`src/rtl/control_sequencer_pkg.sv`:
```
// ---------------------------------------------------------------------------
// control_sequencer_pkg
// Shared definitions for the microcoded control sequencer: opcode values,
// FSM state encoding, T-state width/values, control-word bit indices, and
// the per-opcode instruction length helper.
// ---------------------------------------------------------------------------
package control_sequencer_pkg;

    // Opcodes (IR[7:4]); 9..D are unassigned and execute as NOP.
    localparam logic [3:0] OP_NOP = 4'h0;
    localparam logic [3:0] OP_LDA = 4'h1;
    localparam logic [3:0] OP_ADD = 4'h2;
    localparam logic [3:0] OP_SUB = 4'h3;
    localparam logic [3:0] OP_STA = 4'h4;
    localparam logic [3:0] OP_LDI = 4'h5;
    localparam logic [3:0] OP_JMP = 4'h6;
    localparam logic [3:0] OP_JC  = 4'h7;
    localparam logic [3:0] OP_JZ  = 4'h8;
    localparam logic [3:0] OP_OUT = 4'hE;
    localparam logic [3:0] OP_HLT = 4'hF;

    typedef enum logic [1:0] {
        ST_IDLE = 2'd0,
        ST_RUN  = 2'd1,
        ST_HALT = 2'd2
    } state_t;

    localparam int STEP_W = 3;
    typedef logic [STEP_W-1:0] step_t;
    localparam step_t T0 = 3'd0;
    localparam step_t T1 = 3'd1;
    localparam step_t T2 = 3'd2;
    localparam step_t T3 = 3'd3;
    localparam step_t T4 = 3'd4;

    // Control-word bit positions.
    localparam int C_PC_OE    = 0;
    localparam int C_PC_INC   = 1;
    localparam int C_PC_JMP   = 2;
    localparam int C_MAR_IN   = 3;
    localparam int C_RAM_OE   = 4;
    localparam int C_RAM_WE   = 5;
    localparam int C_IR_IN    = 6;
    localparam int C_IR_OE    = 7;
    localparam int C_A_IN     = 8;
    localparam int C_A_OE     = 9;
    localparam int C_B_IN     = 10;
    localparam int C_ALU_OE   = 11;
    localparam int C_ALU_SUB  = 12;
    localparam int C_FLAGS_IN = 13;
    localparam int C_OUT_IN   = 14;
    localparam int NUM_CTRL   = 15;

    typedef logic [NUM_CTRL-1:0] ctrl_t;

    // Final T-state of each instruction; the step counter wraps to T0 after it.
    function automatic step_t last_step(input logic [3:0] op);
        case (op)
            OP_LDA, OP_STA:                                 return T3;
            OP_ADD, OP_SUB:                                 return T4;
            OP_LDI, OP_JMP, OP_JC, OP_JZ, OP_OUT, OP_HLT:   return T2;
            default:                                        return T1;
        endcase
    endfunction

endpackage

```
`src/rtl/control_sequencer_if.sv`:
```
// ---------------------------------------------------------------------------
// control_sequencer_if
// Bundle between the sequencer and the datapath.
//   master (sequencer): inputs run/opcode/flag_c/flag_z, drives all controls,
//                       halt and step.
//   slave  (datapath) : the mirror image.
// ---------------------------------------------------------------------------
interface control_sequencer_if;
    logic       run;
    logic [3:0] opcode;
    logic       flag_c;
    logic       flag_z;
    logic       pc_oe, pc_inc, pc_jmp;
    logic       mar_in;
    logic       ram_oe, ram_we;
    logic       ir_in, ir_oe;
    logic       a_in, a_oe, b_in;
    logic       alu_oe, alu_sub;
    logic       flags_in, out_in;
    logic       halt;
    logic [control_sequencer_pkg::STEP_W-1:0] step;

    modport master (
        input  run, opcode, flag_c, flag_z,
        output pc_oe, pc_inc, pc_jmp, mar_in, ram_oe, ram_we, ir_in, ir_oe,
               a_in, a_oe, b_in, alu_oe, alu_sub, flags_in, out_in, halt, step
    );

    modport slave (
        output run, opcode, flag_c, flag_z,
        input  pc_oe, pc_inc, pc_jmp, mar_in, ram_oe, ram_we, ir_in, ir_oe,
               a_in, a_oe, b_in, alu_oe, alu_sub, flags_in, out_in, halt, step
    );
endinterface

```
`src/rtl/control_decode.sv`:
```
// ---------------------------------------------------------------------------
// control_decode
// Purely combinational microcode ROM.
//   state, step, opcode, flag_c, flag_z : current sequencer context
//   ctrl    : control word (bit indices from the package)
//   last    : current T-state is the final one of this instruction
//   to_halt : HLT reached its execute step; sequencer enters HALT
// Fetch (T0/T1) ignores opcode; the opcode only steers outputs from T2.
// ---------------------------------------------------------------------------
module control_decode
    import control_sequencer_pkg::*;
(
    input  state_t     state,
    input  step_t      step,
    input  logic [3:0] opcode,
    input  logic       flag_c,
    input  logic       flag_z,
    output ctrl_t      ctrl,
    output logic       last,
    output logic       to_halt
);

    always_comb begin
        ctrl    = '0;
        last    = 1'b0;
        to_halt = 1'b0;
        if (state == ST_RUN) begin
            // '>=' keeps the counter bounded even if opcode changes mid-instruction.
            last = (step >= last_step(opcode));
            case (step)
                T0: begin
                    ctrl[C_PC_OE]  = 1'b1;
                    ctrl[C_MAR_IN] = 1'b1;
                end
                T1: begin
                    ctrl[C_RAM_OE] = 1'b1;
                    ctrl[C_IR_IN]  = 1'b1;
                    ctrl[C_PC_INC] = 1'b1;
                end
                T2: begin
                    case (opcode)
                        OP_LDA, OP_ADD, OP_SUB, OP_STA: begin
                            ctrl[C_IR_OE]  = 1'b1;
                            ctrl[C_MAR_IN] = 1'b1;
                        end
                        OP_LDI: begin
                            ctrl[C_IR_OE] = 1'b1;
                            ctrl[C_A_IN]  = 1'b1;
                        end
                        OP_JMP: begin
                            ctrl[C_IR_OE]  = 1'b1;
                            ctrl[C_PC_JMP] = 1'b1;
                        end
                        OP_JC: begin
                            ctrl[C_IR_OE]  = flag_c;
                            ctrl[C_PC_JMP] = flag_c;
                        end
                        OP_JZ: begin
                            ctrl[C_IR_OE]  = flag_z;
                            ctrl[C_PC_JMP] = flag_z;
                        end
                        OP_OUT: begin
                            ctrl[C_A_OE]   = 1'b1;
                            ctrl[C_OUT_IN] = 1'b1;
                        end
                        OP_HLT:  to_halt = 1'b1;
                        default: ;
                    endcase
                end
                T3: begin
                    case (opcode)
                        OP_LDA: begin
                            ctrl[C_RAM_OE] = 1'b1;
                            ctrl[C_A_IN]   = 1'b1;
                        end
                        OP_ADD, OP_SUB: begin
                            ctrl[C_RAM_OE] = 1'b1;
                            ctrl[C_B_IN]   = 1'b1;
                        end
                        OP_STA: begin
                            ctrl[C_A_OE]   = 1'b1;
                            ctrl[C_RAM_WE] = 1'b1;
                        end
                        default: ;
                    endcase
                end
                T4: begin
                    if (opcode == OP_ADD || opcode == OP_SUB) begin
                        ctrl[C_ALU_OE]   = 1'b1;
                        ctrl[C_A_IN]     = 1'b1;
                        ctrl[C_FLAGS_IN] = 1'b1;
                        ctrl[C_ALU_SUB]  = (opcode == OP_SUB);
                    end
                end
                default: ;
            endcase
        end
    end

endmodule

```
`src/rtl/control_sequencer.sv`:
```
// ---------------------------------------------------------------------------
// control_sequencer
// Top-level state/T-step registers for the microcoded CPU controller.
//   clk   : rising-edge clock
//   clr_n : async active-low clear; assertion is immediate, release is
//           synchronised through two flops before the FSM may advance
//   bus   : control_sequencer_if.master (run/opcode/flags in, controls out)
// Controls are a zero-latency decode of the registered state/step.
// ---------------------------------------------------------------------------
module control_sequencer
    import control_sequencer_pkg::*;
(
    input  logic                clk,
    input  logic                clr_n,
    control_sequencer_if.master bus
);

    // Reset synchroniser: async assert, two-flop synchronous release.
    logic [1:0] rst_sync;
    logic       rst_n;

    always_ff @(posedge clk or negedge clr_n) begin
        if (!clr_n) rst_sync <= 2'b00;
        else        rst_sync <= {rst_sync[0], 1'b1};
    end

    assign rst_n = rst_sync[1];

    state_t state, state_nxt;
    step_t  step,  step_nxt;
    ctrl_t  ctrl;
    logic   last;
    logic   to_halt;

    always_ff @(posedge clk or negedge rst_n) begin
        if (!rst_n) begin
            state <= ST_IDLE;
            step  <= T0;
        end else begin
            state <= state_nxt;
            step  <= step_nxt;
        end
    end

    always_comb begin
        state_nxt = state;
        step_nxt  = step;
        case (state)
            ST_IDLE: begin
                step_nxt = T0;
                if (bus.run) state_nxt = ST_RUN;
            end
            ST_RUN: begin
                if (to_halt) begin
                    state_nxt = ST_HALT;
                    step_nxt  = T0;
                end else if (last) begin
                    step_nxt = T0;
                end else begin
                    step_nxt = step_t'(step + 3'd1);
                end
            end
            ST_HALT: begin
                // Sticky until clr_n; run is ignored.
                step_nxt = T0;
            end
            default: begin
                state_nxt = ST_IDLE;
                step_nxt  = T0;
            end
        endcase
    end

    control_decode u_decode (
        .state   (state),
        .step    (step),
        .opcode  (bus.opcode),
        .flag_c  (bus.flag_c),
        .flag_z  (bus.flag_z),
        .ctrl    (ctrl),
        .last    (last),
        .to_halt (to_halt)
    );

    assign bus.pc_oe    = ctrl[C_PC_OE];
    assign bus.pc_inc   = ctrl[C_PC_INC];
    assign bus.pc_jmp   = ctrl[C_PC_JMP];
    assign bus.mar_in   = ctrl[C_MAR_IN];
    assign bus.ram_oe   = ctrl[C_RAM_OE];
    assign bus.ram_we   = ctrl[C_RAM_WE];
    assign bus.ir_in    = ctrl[C_IR_IN];
    assign bus.ir_oe    = ctrl[C_IR_OE];
    assign bus.a_in     = ctrl[C_A_IN];
    assign bus.a_oe     = ctrl[C_A_OE];
    assign bus.b_in     = ctrl[C_B_IN];
    assign bus.alu_oe   = ctrl[C_ALU_OE];
    assign bus.alu_sub  = ctrl[C_ALU_SUB];
    assign bus.flags_in = ctrl[C_FLAGS_IN];
    assign bus.out_in   = ctrl[C_OUT_IN];
    assign bus.halt     = (state == ST_HALT);
    assign bus.step     = (state == ST_RUN) ? step : T0;

endmodule

```
`src/flat_wrapper.sv`:
```
// flat-port wrapper written by rule: the top's interface ports become plain ports
module control_sequencer_flat import control_sequencer_pkg::*;
  (clk, clr_n, bus_run, bus_opcode, bus_flag_c, bus_flag_z, bus_pc_oe, bus_pc_inc, bus_pc_jmp, bus_mar_in, bus_ram_oe, bus_ram_we, bus_ir_in, bus_ir_oe, bus_a_in, bus_a_oe, bus_b_in, bus_alu_oe, bus_alu_sub, bus_flags_in, bus_out_in, bus_halt, bus_step);
  control_sequencer_if bus_i ();
  input  logic clk;
  input  logic clr_n;
  input wire logic [$bits(bus_i.run)-1:0] bus_run;
  input wire logic [$bits(bus_i.opcode)-1:0] bus_opcode;
  input wire logic [$bits(bus_i.flag_c)-1:0] bus_flag_c;
  input wire logic [$bits(bus_i.flag_z)-1:0] bus_flag_z;
  output wire logic [$bits(bus_i.pc_oe)-1:0] bus_pc_oe;
  output wire logic [$bits(bus_i.pc_inc)-1:0] bus_pc_inc;
  output wire logic [$bits(bus_i.pc_jmp)-1:0] bus_pc_jmp;
  output wire logic [$bits(bus_i.mar_in)-1:0] bus_mar_in;
  output wire logic [$bits(bus_i.ram_oe)-1:0] bus_ram_oe;
  output wire logic [$bits(bus_i.ram_we)-1:0] bus_ram_we;
  output wire logic [$bits(bus_i.ir_in)-1:0] bus_ir_in;
  output wire logic [$bits(bus_i.ir_oe)-1:0] bus_ir_oe;
  output wire logic [$bits(bus_i.a_in)-1:0] bus_a_in;
  output wire logic [$bits(bus_i.a_oe)-1:0] bus_a_oe;
  output wire logic [$bits(bus_i.b_in)-1:0] bus_b_in;
  output wire logic [$bits(bus_i.alu_oe)-1:0] bus_alu_oe;
  output wire logic [$bits(bus_i.alu_sub)-1:0] bus_alu_sub;
  output wire logic [$bits(bus_i.flags_in)-1:0] bus_flags_in;
  output wire logic [$bits(bus_i.out_in)-1:0] bus_out_in;
  output wire logic [$bits(bus_i.halt)-1:0] bus_halt;
  output wire logic [$bits(bus_i.step)-1:0] bus_step;
  assign bus_i.run = bus_run;
  assign bus_i.opcode = bus_opcode;
  assign bus_i.flag_c = bus_flag_c;
  assign bus_i.flag_z = bus_flag_z;
  assign bus_pc_oe = bus_i.pc_oe;
  assign bus_pc_inc = bus_i.pc_inc;
  assign bus_pc_jmp = bus_i.pc_jmp;
  assign bus_mar_in = bus_i.mar_in;
  assign bus_ram_oe = bus_i.ram_oe;
  assign bus_ram_we = bus_i.ram_we;
  assign bus_ir_in = bus_i.ir_in;
  assign bus_ir_oe = bus_i.ir_oe;
  assign bus_a_in = bus_i.a_in;
  assign bus_a_oe = bus_i.a_oe;
  assign bus_b_in = bus_i.b_in;
  assign bus_alu_oe = bus_i.alu_oe;
  assign bus_alu_sub = bus_i.alu_sub;
  assign bus_flags_in = bus_i.flags_in;
  assign bus_out_in = bus_i.out_in;
  assign bus_halt = bus_i.halt;
  assign bus_step = bus_i.step;
  control_sequencer u_core (.clk(clk), .clr_n(clr_n), .bus(bus_i));
endmodule
```
`config.mk`:
```
export PLATFORM = sky130hd
export DESIGN_NAME = control_sequencer_flat
export DESIGN_NICKNAME = d
export VERILOG_FILES = /design/src/rtl/control_sequencer_pkg.sv /design/src/rtl/control_sequencer_if.sv /design/src/rtl/control_decode.sv /design/src/rtl/control_sequencer.sv /design/src/flat_wrapper.sv
export SDC_FILE = /design/constraint.sdc
export NUM_CORES = 1
export LEC_CHECK = 0
export CAP_MARGIN = 30
export CORE_MARGIN = 10
export CORE_UTILIZATION = 44
export DETAILED_ROUTE_END_ITERATION = 8
export PLACE_DENSITY_LB_ADDON = 0.3
export SYNTH_ARGS = -nofsm -noshare
export SYNTH_HDL_FRONTEND = slang
export SYNTH_SLANG_ARGS = --single-unit
```
`constraint.sdc`:
```
create_clock -name clk -period 2.6 [get_ports clk]
set_clock_uncertainty 0.15 [all_clocks]
set_input_delay 0.52 -clock clk [delete_from_list [all_inputs] [get_ports clk]]
set_output_delay 0.52 -clock clk [all_outputs]
set_load 0.02 [all_outputs]
```
==> impl_results.md, run 1 <==
- Layout net count: 158
- Std-Cell Core Area: 1710 um2
- Synthesis-to-layout area growth: 70.5%
- Status: finished clean
- Post-synth ARST share: 100%
- Layout cell share with drive strength beyond 1: 35.7%
- Pin count of the biggest net entering global routing: 15
- DRT iter0 DRCs: 14
- Initial Utilization: 45.7%
- Yosys warning count: 0
- CP max FO: 3
- RePlAce Congestion: 0.876
- Minimum clock period: 2530 ps
- CP Class: flop to primary output
- Post-Syn Area: 781 um2
- Clock Path Buffers: 2
- Element type at the critical path end: primary output
- Period utilisation layout: 97.4%
- H-tree levels: 1
- Die ar.: 3860 um2
- FF+latch area: 175 um2
- Fmax: 395 MHz
- FF+latch count, synth: 7
- Drt drc: 0
- Final hold vios: 0
- Type of origin of the critical path: flop
- Critical Path AT: 1860 ps
- Worst VDD drop: 0.616 mV
- Routed vias/inst: 5.22
- Worst hold path class: flop to flop
- Overall routed net length: 2610 um
- WP data required: 1930 ps
- Routed via count: 861
- Die H: 62.1 um
- First-pass GRT wire length: 4310 um
- Fill cell count: 113
- Post-Syn Nets: 108
- Multi-input logic area: 632 um2
- Gr ovfl total: 0
- I/O Buffers: 27
- Avg WL per Cell: 15.8 um
- Pwr Total: 1.06 mW
- Clk sinks: 7
- Initial antenna violation count: 0
- Setup TNS: 0 ps
- Tightest Pin Transition: 626 ps
- Slew HR: 58.0%
- CTS tree: yes
- Later-pin clock latency in the skew report: 240 ps
- Core Util, Final: 77.9%
- Max-cap violations: 0
- Final setup viols: 0
- Initial DRT Pass Iterations: 4
- Avg Inst Size Synth: 8.58 um2
- Vias in the first global route: 904
- Antenna fix cells: 0
- Clk root buf: clkbuf_4
- Cell Pwr Density: 797 nW/um2
- Cts bufs inserted: 3
- Netlist cell types: 40
- Final Max Slew Viols: 0
- Fin Hold WS: 208 ps
- Sequential cell area fraction in the yosys report: 22.4%
- Row count: 15
- GRT Overall Usage: 13.1%
- DP HPWL: 1910 um
- Post-synth EDFFs: 0
- Routed Antenna Nets: 0
- Clock slew at reported path FFs: 50 ps
- Syn Inst Count: 91
- Top FF cell, synth: dfrtp_1
- Die W: 62.1 um
- Num ports: 28
- LEAKAGE: 0.610 nW
## area by class of cell
cell class / count / share of cell area (%)
clock buffer: 4 / 1.97
inverter: 7 / 1.97
multi-input combinational: 71 / 47.5
sequential: 7 / 13.2
tap: 25 / 2.35
timing repair buffer: 51 / 33.1
## critical path, cell delays in order (launching register included)
cell,delay (ps)
dfrtp_1,370
ha_1,200
ha_4,160
nand2b_4,50
a2111o_1,420
a221oi_2,210
buf_2,200
## per-layer routing
layer  track usage [%]  vias to the layer above  wire length [um]
met3              1.43                        2                80
met1              13.0                      409              1010
met5                 0                        -                 0
li1                  -                      434                 -
met2              26.5                       16              1510
met4              4.57                        0                14
## sequential cells by signal, indices dropped and copies added, names as in the netlist
name,flops
u_core.state,2
u_core.step,3
u_core.rst_sync,2
## power by group
part	leakage [nW]	internal (mW)	switching, mW	total, mW
clock network	0.0150	0.0581	0.0334	0.0916
logic	0.509	0.392	0.423	0.816
registers	0.0852	0.135	0.0186	0.153
total	0.610	0.585	0.475	1.06
## cell usage after synthesis, types with 2 or more instances
| library cell | count | area [um2] |
|---|---|---|
| ha_1 | 8 | 100 |
| nor2_1 | 8 | 30.0 |
| dfrtp_1 | 7 | 175 |
| inv_1 | 6 | 22.5 |
| nand2b_1 | 5 | 31.3 |
| a21oi_1 | 4 | 20.0 |
| and3_1 | 4 | 25.0 |
| a2111oi_1 | 3 | 30.0 |
| buf_2 | 3 | 15.0 |
| nand2_1 | 3 | 11.3 |
| nor3_1 | 3 | 15.0 |
| a21o_1 | 2 | 15.0 |
| and2b_1 | 2 | 15.0 |
| buf_4 | 2 | 15.0 |
| nand3_1 | 2 | 10.0 |
| nand3b_1 | 2 | 15.0 |
| nor3b_1 | 2 | 15.0 |
| o21ai_0 | 2 | 10.0 |
| o32ai_1 | 2 | 17.5 |
## what timing repair did
item	in CTS	in global routing
gates resized for setup	45	17
endpoints found under the hold margin	5	0
pin swaps	3	0
cloned	0	1
setup endpoints to repair	16	15
hold buffers	1	0
buffers inserted	2	0
## placed cells by master, fill, tap and decap left out, drive strengths merged, types with 3 or more instances in the layout
cell type and instances:
buf 27, clkdlybuf4s50 10, nor2 8, ha 8, dfrtp 7, inv 7
nand2b 6, clkbuf 6, clkdlybuf4s15 6, a21oi 4, and3 4, nor3 4
a2111oi 4, nand2 3, dlygate4sd2 3
## cell families (layout without fill, tap and decap cells)
logic type	count (synthesis)	in the layout	synth area share, %
other cells	1	1	0.480
mux	1	1	1.44
fa+ha+maj	8	8	12.8
simple gates	41	41	32.7
compound gates	20	20	21.5
buf+inv	13	62	8.65
flops	7	7	22.4
## metrics by stage
step	area, um2	instances	worst slack, ps
after global placement	1190	157	-498
after CTS	1250	164	0.579
after floorplan	781	91	171
after global routing	1330	165	-25.7
final	1330	165	67.4
after detailed placement	1190	157	-611
## final timing paths
path / slack, ps / depth (start not counted) / endpoint / from
min reg2reg: 210 / 0 / u_core.rst_sync[1] / u_core.rst_sync[0]
max reg2reg: 630 / 6 / u_core.state[0] / u_core.step[1]
min in group asynchronous: 290 / 1 / u_core.rst_sync[0] / clr_n
max: 70 / 6 / bus_a_in / u_core.step[0]
max in group asynchronous: 1650 / 1 / u_core.state[0] / u_core.rst_sync[1]
min: 210 / 0 / u_core.rst_sync[1] / u_core.rst_sync[0]
(Power assumes the default switching activity.)
==> run 2: changes to the inputs <==
--- a/config.mk
+++ b/config.mk
@@ -11,4 +11,5 @@
 export DETAILED_ROUTE_END_ITERATION = 8
 export PLACE_DENSITY_LB_ADDON = 0.3
+export SETUP_SLACK_MARGIN = 0.05
 export SYNTH_ARGS = -nofsm -noshare
 export SYNTH_HDL_FRONTEND = slang
==> constraint.sdc (replaced) <==
create_clock -name clk -period 2.6 [get_ports clk]
set_clock_uncertainty 0.15 [all_clocks]
set_input_delay 0.26 -clock clk [delete_from_list [all_inputs] [get_ports clk]]
set_output_delay 0.26 -clock clk [all_outputs]
set_load 0.02 [all_outputs]
==> run 2 against run 1 <==
Compared with the run above:
- power decreased by 9.9%
- cell area decreased by 8.6%
- sequential share of layout area increased by 1.2 points
- largest power group unchanged
- critical path depth increased by 3
- sequential power about the same
- flip-flop and latch count unchanged
- wire length decreased by 8.3%
- fmax increased by 5.2%
- combinational power decreased by 14%
- global-route usage decreased by 0.67 points
==> impl_results.md, run 2 (synthesis results as in run 1) <==
- CP Class: input pin to flop (was flop to primary output)
- Final Max Slew Viols: 0 (unchanged)
- Top flop regs: u_core.step: 3 flops, u_core.rst_sync: 2 flops, u_core.state: 2 flops (unchanged)
- Slew HR: 62.5% (was 58.0%)
- Die ar.: 3860 um2 (unchanged)
- Status: finished clean (unchanged)
- Row count: 15 (unchanged)
- Die H: 62.1 um (unchanged)
- Antenna fix cells: 0 (unchanged)
- Setup TNS: 0 ps (unchanged)
- Combinational share of power: 73.7% (was 76.9%)
- Clk sinks: 7 (unchanged)
- Drt drc: 0 (unchanged)
- Period utilisation layout: 92.6% (was 97.4%)
- Initial DRT Pass Iterations: 4 (unchanged)
- RSZ-0062 raised after global routing: true
- Gr ovfl total: 0 (unchanged)
- Final setup viols: 0 (unchanged)
- Worst reg-to-reg path cell count: 6 (unchanged)
- Final hold vios: 0 (unchanged)
- Fill cell count: 142 (was 113)
- Routed Antenna Nets: 0 (unchanged)
- Pre-CTS setup slack: -268 ps (was -611 ps)
- Vias in the first global route: 897 (was 904)
- Die W: 62.1 um (unchanged)
- Std-Cell Core Area: 1710 um2 (unchanged)
- Routed via count: 839 (was 861)
- Worst VDD drop: 0.679 mV (was 0.616 mV)
- Element type at the critical path end: flop (was primary output)
- First-pass GRT wire length: 4100 um (was 4310 um)
- Max-cap violations: 0 (unchanged)
- Largest Register: u_core.step (unchanged)
- Area of all placed cells without fillers: 1220 um2 (was 1330 um2)
- Clock share of power: 10.0% (was 8.6%)
- CP bufs+invs: 2 (was 1)
- I/O Buffers: 27 (unchanged)
- Worst path depth: 9 (was 6)
- Initial antenna violation count: 0 (unchanged)
- Critical path's slowest cell: clkdlybuf4s50_1 (was a2111o_1)
- Overall routed net length: 2400 um (was 2610 um)
- Cell Pwr Density: 785 nW/um2 (was 797 nW/um2)
- Synthesis-to-layout area growth: 55.9% (was 70.5%)
- Pint: 0.522 mW (was 0.585 mW)
- GRT Overall Usage: 12.4% (was 13.1%)
- DRT iter0 DRCs: 16 (was 14)
- WP data required: 2590 ps (was 1930 ps)
- Cts bufs inserted: 3 (unchanged)
- Initial Utilization: 45.7% (unchanged)
- H-tree levels: 1 (unchanged)
- Sw Pwr: 0.433 mW (was 0.475 mW)
- Final worst slack: 192 ps (was 67.4 ps)
- Crit-path cells: clkdlybuf4s50_1 -> buf_4 -> nor2_1 -> mux2_2 -> a31oi_1 -> ha_1 -> nand2b_1 -> a21o_1 -> a2111oi_4 (was ha_1 -> ha_4 -> nand2b_4 -> a2111o_1 -> a221oi_2 -> buf_2)
- DP HPWL: 1950 um (was 1910 um)
- Pin count of the biggest net entering global routing: 12 (was 15)
- Later-pin clock latency in the skew report: 250 ps (was 240 ps)
- Tightest Pin Transition: 559 ps (was 626 ps)
- Layout net count: 152 (was 158)
- Clk root buf: clkbuf_4 (unchanged)
- Most frequent cells in the layout: 17 x buf_4, 15 x clkdlybuf4s50_1, 8 x nor2_1, 8 x ha_1, 8 x dlygate4sd2_1 (was 18 x buf_4, 10 x clkdlybuf4s50_1, 7 x nor2_1, 7 x ha_1, 7 x dfrtp_1)
- Max FFs per register: 3 (unchanged)
- Switching Share: 45.3% (was 44.8%)
- RePlAce Congestion: 0.863 (was 0.876)
- Seq pwr share: 16.3% (was 14.5%)
- Clock slew at reported path FFs: 50 ps (about the same)
- Type of origin of the critical path: input pin (was flop)
- CP max FO: 11 (was 3)
- LEAKAGE: 0.590 nW (was 0.610 nW)
- Clock Path Buffers: 2 (unchanged)
- Fmax: 415 MHz (was 395 MHz)
- Layout cell share with drive strength beyond 1: 23.1% (was 35.7%)
- CTS tree: yes (unchanged)
- Delay-heaviest family, CP: compound AO/OA/AOI/OAI gates (unchanged)
- Routed vias/inst: 5.28 (was 5.22)
- Slowest Stage Delay on Critical Path: 480 ps (was 420 ps)
- Most common cell after layout, fill and taps aside: buf_4 (unchanged)
- Num ports: 28 (unchanged)
- Post-DP Area: 1170 um2 (was 1190 um2)
- Minimum clock period: 2410 ps (was 2530 ps)
- Avg WL per Cell: 15.1 um (was 15.8 um)
- Worst hold path class: input pin to asynchronous set/reset pin (was flop to flop)
- Core Util, Final: 71.3% (was 77.9%)
- Critical Path AT: 2390 ps (was 1860 ps)
[run 2: cell types whose count changed in the layout (fill, tap and decap cells not counted), sizes merged]
cell	before	now
dlygate4sd2	3	8
buf	27	17
clkdlybuf4s15	6	0
clkdlybuf4s50	10	15
[run 2: stage by stage]
stage	power, mW	std cells	hold slack, ps
6_report	0.955	159	15.0
3_3_place_gp	0.799	154	-82.3
2_1_floorplan	0.529	91	-186
3_5_place_dp	0.817	154	-75.8
4_1_cts	0.913	159	11.6
5_1_grt	1.03	159	8.74
[run 2: layer usage]
metal	GRT usage [%]	routed length, um	vias to the layer above
li1	-	-	421
met1	11.5	918	396
met2	25.9	1380	19
met3	1.25	72	3
met4	5.14	28	0
met5	0	0	-
[run 2: power groups by stage]
stage,sequential (mW),combinational [mW],clock [mW]
3_5_place_dp,0.158,0.660,0
6_report,0.156,0.704,0.0958
4_1_cts,0.155,0.659,0.0999
3_3_place_gp,0.156,0.643,0
2_1_floorplan,0.164,0.365,0
5_1_grt,0.159,0.769,0.106
[run 2: path summary, 6_finish.rpt]
| check | endpoint | slack, ps | start |
|---|---|---|---|
| min in group clk | u_core.rst_sync[1] | 200 | u_core.rst_sync[0] |
| max in group asynchronous | u_core.state[0] | 1620 | u_core.rst_sync[1] |
| worst max register to register | u_core.step[1] | 650 | u_core.step[0] |
| worst min register to register | u_core.rst_sync[1] | 200 | u_core.rst_sync[0] |
| worst max-delay path | u_core.step[1] | 190 | bus_opcode[1] |
| worst min-delay path | u_core.rst_sync[1] | 10 | clr_n |
[run 2: what timing repair did]
| item | in CTS | in global routing |
|---|---|---|
| gates cloned | 0 | 0 |
| endpoints found under the setup margin | 11 | 6 |
| setup buffers | 0 | 0 |
| hold buffers | 1 | 0 |
| pin swaps | 0 | 0 |
| resized for setup | 11 | 9 |
| hold endpoints to repair | 5 | 0 |
[run 2: worst reg2reg max path, stage by stage (launching register included)]
cell and delay, ps:
dfrtp_1 410, inv_1 80, buf_4 150, ha_1 270, nand2b_1 140, a21o_1 250, a2111oi_4 370
[run 2: area by class of cell]
class / count / area (um2) / share of cell area (%)
multi-input cells: 71 / 566 / 46.5
clock buffers: 4 / 26.3 / 2.16
well taps: 25 / 31.3 / 2.57
flip-flops and latches: 7 / 175 / 14.4
inverters: 7 / 26.3 / 2.16
repair buffers: 45 / 393 / 32.3
==> variant 1: new RTL, flow settings as in run 2 <==
Re-encode `state_t` (3 states) as one-hot, 3 bits wide.
--- a/src/rtl/control_sequencer_pkg.sv
+++ b/src/rtl/control_sequencer_pkg.sv
@@ -19,10 +19,10 @@
     localparam logic [3:0] OP_OUT = 4'hE;
     localparam logic [3:0] OP_HLT = 4'hF;
 
-    typedef enum logic [1:0] {
-        ST_IDLE = 2'd0,
-        ST_RUN  = 2'd1,
-        ST_HALT = 2'd2
+    typedef enum logic [2:0] {
+        ST_IDLE = 3'b001,
+        ST_RUN  = 3'b010,
+        ST_HALT = 3'b100
     } state_t;
 
     localparam int STEP_W = 3;
Check against the original RTL: same outputs for any inputs over 10 cycles, from zero or initial values; not proved beyond that.
==> variant 1 against run 2 <==
Sequential cell count is 1 higher. Synthesized area fell by 0.80%. Global-route usage down 0.23 points. Cell area fell by 7.9%. Largest cell class unchanged. Routed wire length fell by 5.7%. Worst setup slack got worse by 0.056 ns. Synthesized cell count grew 9.9%.
Power is not compared: it rests on default switching activity, and its combinational part moved more than twofold at a synthesized area within 25%.
==> variant 1: results (changes against run 2) <==
Status
  – Status: complete, no violations (unchanged)

Finish
  – N_diodes: 0 (unchanged)
  – Final #Nets: 149 (was 152)
  – Final core utilization: 66.37% (was 71.28%)
  – Fillers: 144 (was 142)
  – Share of layout cells above drive strength 1: 11.45% (was 23.13%)
  – Biggest regs: u_core.state x3, u_core.step x3, u_core.rst_sync x2 (was u_core.step x3, u_core.rst_sync x2, u_core.state x2)

Power
  – Leak: 0.5014 nW
  – Max VDD drop: 0.4165 mV

Placement
  – Dpl cells: 143 (was 154)
  – I/O Buffers: 27 (unchanged)
  – GP Congestion: 0.8637 (was 0.8628)
  – Pre-CTS WS: 0.04895 ns (was -0.2684 ns)
  – Post-DP HPWL: 1752 um (was 1953 um)

Global route
  – First-pass GRT wire length: 3601 um (was 4098 um)
  – Largest net degree at the start of global routing: 19 (was 12)
  – GRT Total Usage: 12.18% (was 12.40%)
  – Met2 Use GR: 21.64% (was 25.90%)
  – Met1 Use GR: 12.91% (was 11.52%)
  – GRT met3 Usage: 5.894% (was 1.254%)
  – Antenna violations before repair: 0 (unchanged)
  – Vias in the first global route: 835 (was 897)

Worst setup path
  – Worst reg2reg path startpoint: u_core.state[2]$_DFFE_PN0P_ (was u_core.step[0]$_DFF_PN0_)
  – Worst Path Max Fanout: 10 (was 11)
  – CP arrival: 2.05 ns (was 2.39 ns)
  – Worst Setup SP: u_core.state[2]$_DFFE_PN0P_ (was bus_opcode[1])

Clocking
  – Setup Buffers After CTS: 0 (unchanged)
  – H-Tree Depth: 1 (unchanged)
  – Clk root buf: clkbuf_4 (unchanged)
  – Worst skew pair latency: 0.25 ns (about the same)
  – Worst-path clk slew: 0.06 ns
  – CTS buffer count: 3 (unchanged)
  – Max Buffers Root-to-Sink: 2 (unchanged)

Route
  – WL/cell: 15.26 um (was 15.06 um)
  – Top layer in use: met4 (unchanged)
  – DR vias: 846 (was 839)
  – Post-Route WL: 2258 um (was 2395 um)
  – Detail Route met3 WL: 187 um (was 72 um)
  – DRT met1 WL: 913 um (was 918 um)
  – Met2 wire len: 1147 um (was 1375 um)
  – First-pass detailed-route iteration total: 4 (unchanged)
  – Initial drt markers: 8 (was 16)

Synthesis
  – Yosys cell types: 33 (was 40)
  – Seq/Total Area, Yosys: 26.01% (was 22.44%)
  – Prevailing post-synth register cell: dfrtp_1 (unchanged)
  – Synth Warn #: 0 (unchanged)
  – Async SR Flop Fraction: 100.0% (unchanged)
  – Most common library cells after synthesis: nor2_1 (10), ha_1 (8), dfrtp_1 (7), nand2_1 (7) (was ha_1 (8), nor2_1 (8), dfrtp_1 (7), inv_1 (6), nand2b_1 (5))
  – Area contributors post-synth: dfrtp_1 (23%), ha_1 (13%), nor2_1 (4.8%), nor3b_1 (4.8%), a21oi_1 (3.9%) (was dfrtp_1 (22%), ha_1 (13%), nand2b_1 (4.0%), a2111oi_1 (3.8%), nor2_1 (3.8%))
  – Net Count, Synth: 117 (was 108)
  – Synthesized area per cell: 7.745 um2 (was 8.580 um2)

Min path
  – Worst Hold Class: primary input to async pin (unchanged)
## variant 1: worst paths after layout
kind | endpoint | cells after the start | slack [ns]
max reg2reg | u_core.step[2]$_DFF_PN0_ | 3 | 0.86
min | u_core.rst_sync[1]$_DFF_PN0_ | 1 | 0.01
min reg2reg | u_core.state[0]$_DFFE_PN1P_ | 0 | 0.06
min in group clk | u_core.rst_sync[1]$_DFF_PN0_ | 0 | 0.20
max in group asynchronous | u_core.step[0]$_DFF_PN0_ | 1 | 1.56
max | bus_flags_in | 3 | 0.14
## variant 1: worst max-delay path, cell delays in order, from the launching register on
cell	delay [ns]
dfrtp_1	0.42
or3b_1	0.55
nor2_1	0.20
clkdlybuf4s50_1	0.63
## variant 1: timing repair
item / 4_1_cts / 5_1_grt
endpoints found under the hold margin: 5 / 0
resized for setup: 7 / 3
cloned: 0 / 0
hold buffers: 1 / 0
endpoints found under the setup margin: 7 / 5
## variant 1: report_power, final
| part | switching [mW] | internal (mW) |
|---|---|---|
| clock network | 0.0432 | 0.0588 |
| registers | 0.0201 | 0.149 |
| logic | 0.110 | 0.0903 |
| total | 0.173 | 0.298 |
## variant 1: cell families (layout without fill, tap and decap cells)
group                    Yosys count  after routing  share of synthesized area [%]
AO/OA/AOI/OAI                     17             17                          13.89
adder cells (fa/ha/maj)            8              8                          12.92
buffers and inverters             14             45                          8.722
flip-flops                         8              8                          26.01
multiplexers                       1              1                          1.292
other                              1              1                         0.4842
AND/OR/NAND/NOR                   51             51                          36.67
## variant 1: area by class of cell
type,instances,area share (%)
Clock buffer,4,2.344
Inverter,6,2.009
Multi-Input combinational cell,78,45.31
Sequential cell,8,17.97
Tap cell,17,1.897
Timing Repair Buffer,35,30.47
==> variant 2: new RTL, config.mk and constraints of run 2 <==
Made on the original files. `STEP_W`: 3 -> 6.
--- a/src/rtl/control_sequencer_pkg.sv
+++ b/src/rtl/control_sequencer_pkg.sv
@@ -25,7 +25,7 @@
         ST_HALT = 2'd2
     } state_t;
 
-    localparam int STEP_W = 3;
+    localparam int STEP_W = 6;
     typedef logic [STEP_W-1:0] step_t;
     localparam step_t T0 = 3'd0;
     localparam step_t T1 = 3'd1;
Interface: changed (resized bus_step); port bits go from 28 to 31. No check against the original RTL was run, so the function may have changed too.
==> variant 2 against run 2 <==
Worst setup slack worse by 0.070 ns. Maximum frequency down 2.8%. Synthesized cell count rose by 13%. Routed wire length is 8.9% higher. Register-to-register slack worse by 0.07 ns. Synthesized area up 14%. Die area rose by 9.4%. Core utilization shrank 2.4 points. Cell area increased by 9.9%. Sequential cell count is 3 higher.
Power is not compared: it rests on default switching activity, and its combinational part moved more than twofold at a synthesized area within 25%.
==> variant 2: results (changes against run 2) <==
Status
  – Status: complete, no violations (unchanged)

Global route
  – Met2 Use GR: 22.66% (was 25.90%)
  – First-pass GRT wire length: 4209 um (was 4098 um)
  – GRT Total Usage: 12.44% (was 12.40%)
  – Met1 Use GR: 12.33% (was 11.52%)
  – Vias in the first global route: 907 (was 897)
  – Largest net degree at the start of global routing: 15 (was 12)
  – GRT met3 Usage: 3.093% (was 1.254%)

Worst setup path
  – Worst Path Max Fanout: 12 (was 11)
  – Worst Setup EP: bus_mar_in (was u_core.step[1]$_DFF_PN0_)
  – Worst reg2reg path startpoint: u_core.step[5]$_DFF_PN0_ (was u_core.step[0]$_DFF_PN0_)
  – R2r setup slk: 0.58 ns (was 0.65 ns)
  – Setup crit end kind: primary output (was register)
  – Reg2reg path depth: 3 (was 6)
  – CP arrival: 2.07 ns (was 2.39 ns)
  – Worst Setup SP: bus_opcode[2] (was bus_opcode[1])
  – R2r endpoint: u_core.step[2]$_DFF_PN0_ (was u_core.step[1]$_DFF_PN0_)

Route
  – DR vias: 895 (was 839)
  – WL/cell: 15.35 um (was 15.06 um)
  – Vias per cell: 5.265 (was 5.277)
  – Initial drt markers: 30 (was 16)

Synthesis
  – Synthesized area per cell: 8.637 um2 (was 8.580 um2)
  – Most common library cells after synthesis: dfrtp_1 (10), nor2_1 (8), and2_1 (7), ha_1 (7) (was ha_1 (8), nor2_1 (8), dfrtp_1 (7), inv_1 (6), nand2b_1 (5))
  – Area contributors post-synth: dfrtp_1 (28%), ha_1 (9.8%), and2_1 (4.9%), nor4_2 (4.2%), o21ai_0 (3.4%) (was dfrtp_1 (22%), ha_1 (13%), nand2b_1 (4.0%), a2111oi_1 (3.8%), nor2_1 (3.8%))
  – Seq/Total Area, Yosys: 28.13% (was 22.44%)

Finish
  – Fillers: 175 (was 142)
  – Final #Nets: 161 (was 152)
  – Biggest regs: u_core.step x6, u_core.rst_sync x2, u_core.state x2 (was u_core.step x3, u_core.rst_sync x2, u_core.state x2)
  – Share of layout cells above drive strength 1: 18.18% (was 23.13%)

Min path
  – Worst Hold Class: register to register (was primary input to async pin)

Timing
  – Period utilization: 95.29% (was 92.60%)

Clocking
  – Max Buffers Root-to-Sink: 2 (unchanged)
  – CTS buffer count: 3 (unchanged)
  – Worst-path clk slew: 0.05 ns (about the same)

Placement
  – Post-DP HPWL: 2120 um (was 1953 um)
  – Placed cell area: 1279 um2 (was 1169 um2)
  – GP Congestion: 0.7536 (was 0.8628)
  – Pre-CTS WS: -0.1479 ns (was -0.2684 ns)
  – Dpl cells: 165 (was 154)
  – I/O Buffers: 30 (was 27)

Power
  – Max VDD drop: 0.2820 mV
  – Sw Share: 27.92%
==> variant 2: cell count changes after synthesis, sizes merged, moves of 3 or more <==
cell	run 2	this run
dfrtp	7	10
nand2b	6	1
clkbuf	0	5
a2111oi	4	0
a21oi	4	1
nor4	1	6
and2	1	8
buf	6	3
o21ai	2	6
==> variant 2: area by class of cell <==
type | instances | area (um2) | share of cell area [%]
flip-flops and latches | 10 | 250.2 | 18.71
multi-input cells | 80 | 609.3 | 45.56
repair buffers | 44 | 399.1 | 29.84
clock buffers | 3 | 22.52 | 1.684
inverters | 6 | 22.52 | 1.684
well taps | 27 | 33.78 | 2.526
==> variant 2: worst min-delay path by stage <==
stage,from,cells after the start,endpoint,slack [ns]
after global routing,u_core.rst_sync[0]$_DFF_PN0_,0,u_core.rst_sync[1]$_DFF_PN0_,0.22
after global placement,u_core.rst_sync[1]$_DFF_PN0_,0,u_core.step[2]$_DFF_PN0_,-0.04
after floorplan,clr_n,0,u_core.rst_sync[0]$_DFF_PN0_,-0.19
final,u_core.rst_sync[0]$_DFF_PN0_,0,u_core.rst_sync[1]$_DFF_PN0_,0.21
after CTS,clr_n,1,u_core.rst_sync[1]$_DFF_PN0_,0.004
after detailed placement,u_core.rst_sync[1]$_DFF_PN0_,0,u_core.step[3]$_DFF_PN0_,-0.03
==> variant 2: per-layer routing <==
layer | part of all wire (%) | vias up | wire length, um
met5 | 0 | - | 0
met4 | 3.0 | 0 | 78
met3 | 5.9 | 8 | 155
met2 | 51 | 27 | 1329
met1 | 40 | 412 | 1046
li1 | - | 448 | -
==> variant 2: cells by family after synthesis <==
group	Yosys count	share of synthesized area [%]
and+or+nand+nor	50	37.70
AOI/OAI and AO/OA	17	13.50
buffers and inverters	14	6.891
DFF	10	28.13
adders and majority gates	7	9.845
other	2	0.8442
xor gates and xnor gates	2	1.969
muxes	1	1.125
==> variant 2: critical path, stage by stage <==
cell and delay [ns]:
clkdlybuf4s50_1 0.41, buf_4 0.14, buf_4 0.17, nor3_1 0.18, and4b_1 0.22, o21a_1 0.16
clkdlybuf4s50_1 0.53
==> variant 2: power groups by stage <==
stage / registers [mW] / logic, mW / clock network (mW)
after global routing: 0.167 / 0.124 / 0.108
after floorplan: 0.168 / 0.0578 / 0
after CTS: 0.165 / 0.111 / 0.100
after detailed placement: 0.170 / 0.106 / 0
final: 0.166 / 0.112 / 0.0937
after global placement: 0.169 / 0.102 / 0
==> variant 2: timing repair <==
action	CTS	global route
setup endpoints to repair	11	3
hold buffers	1	1
pin swaps	0	0
gates resized for setup	13	4
endpoints found under the hold margin	8	1
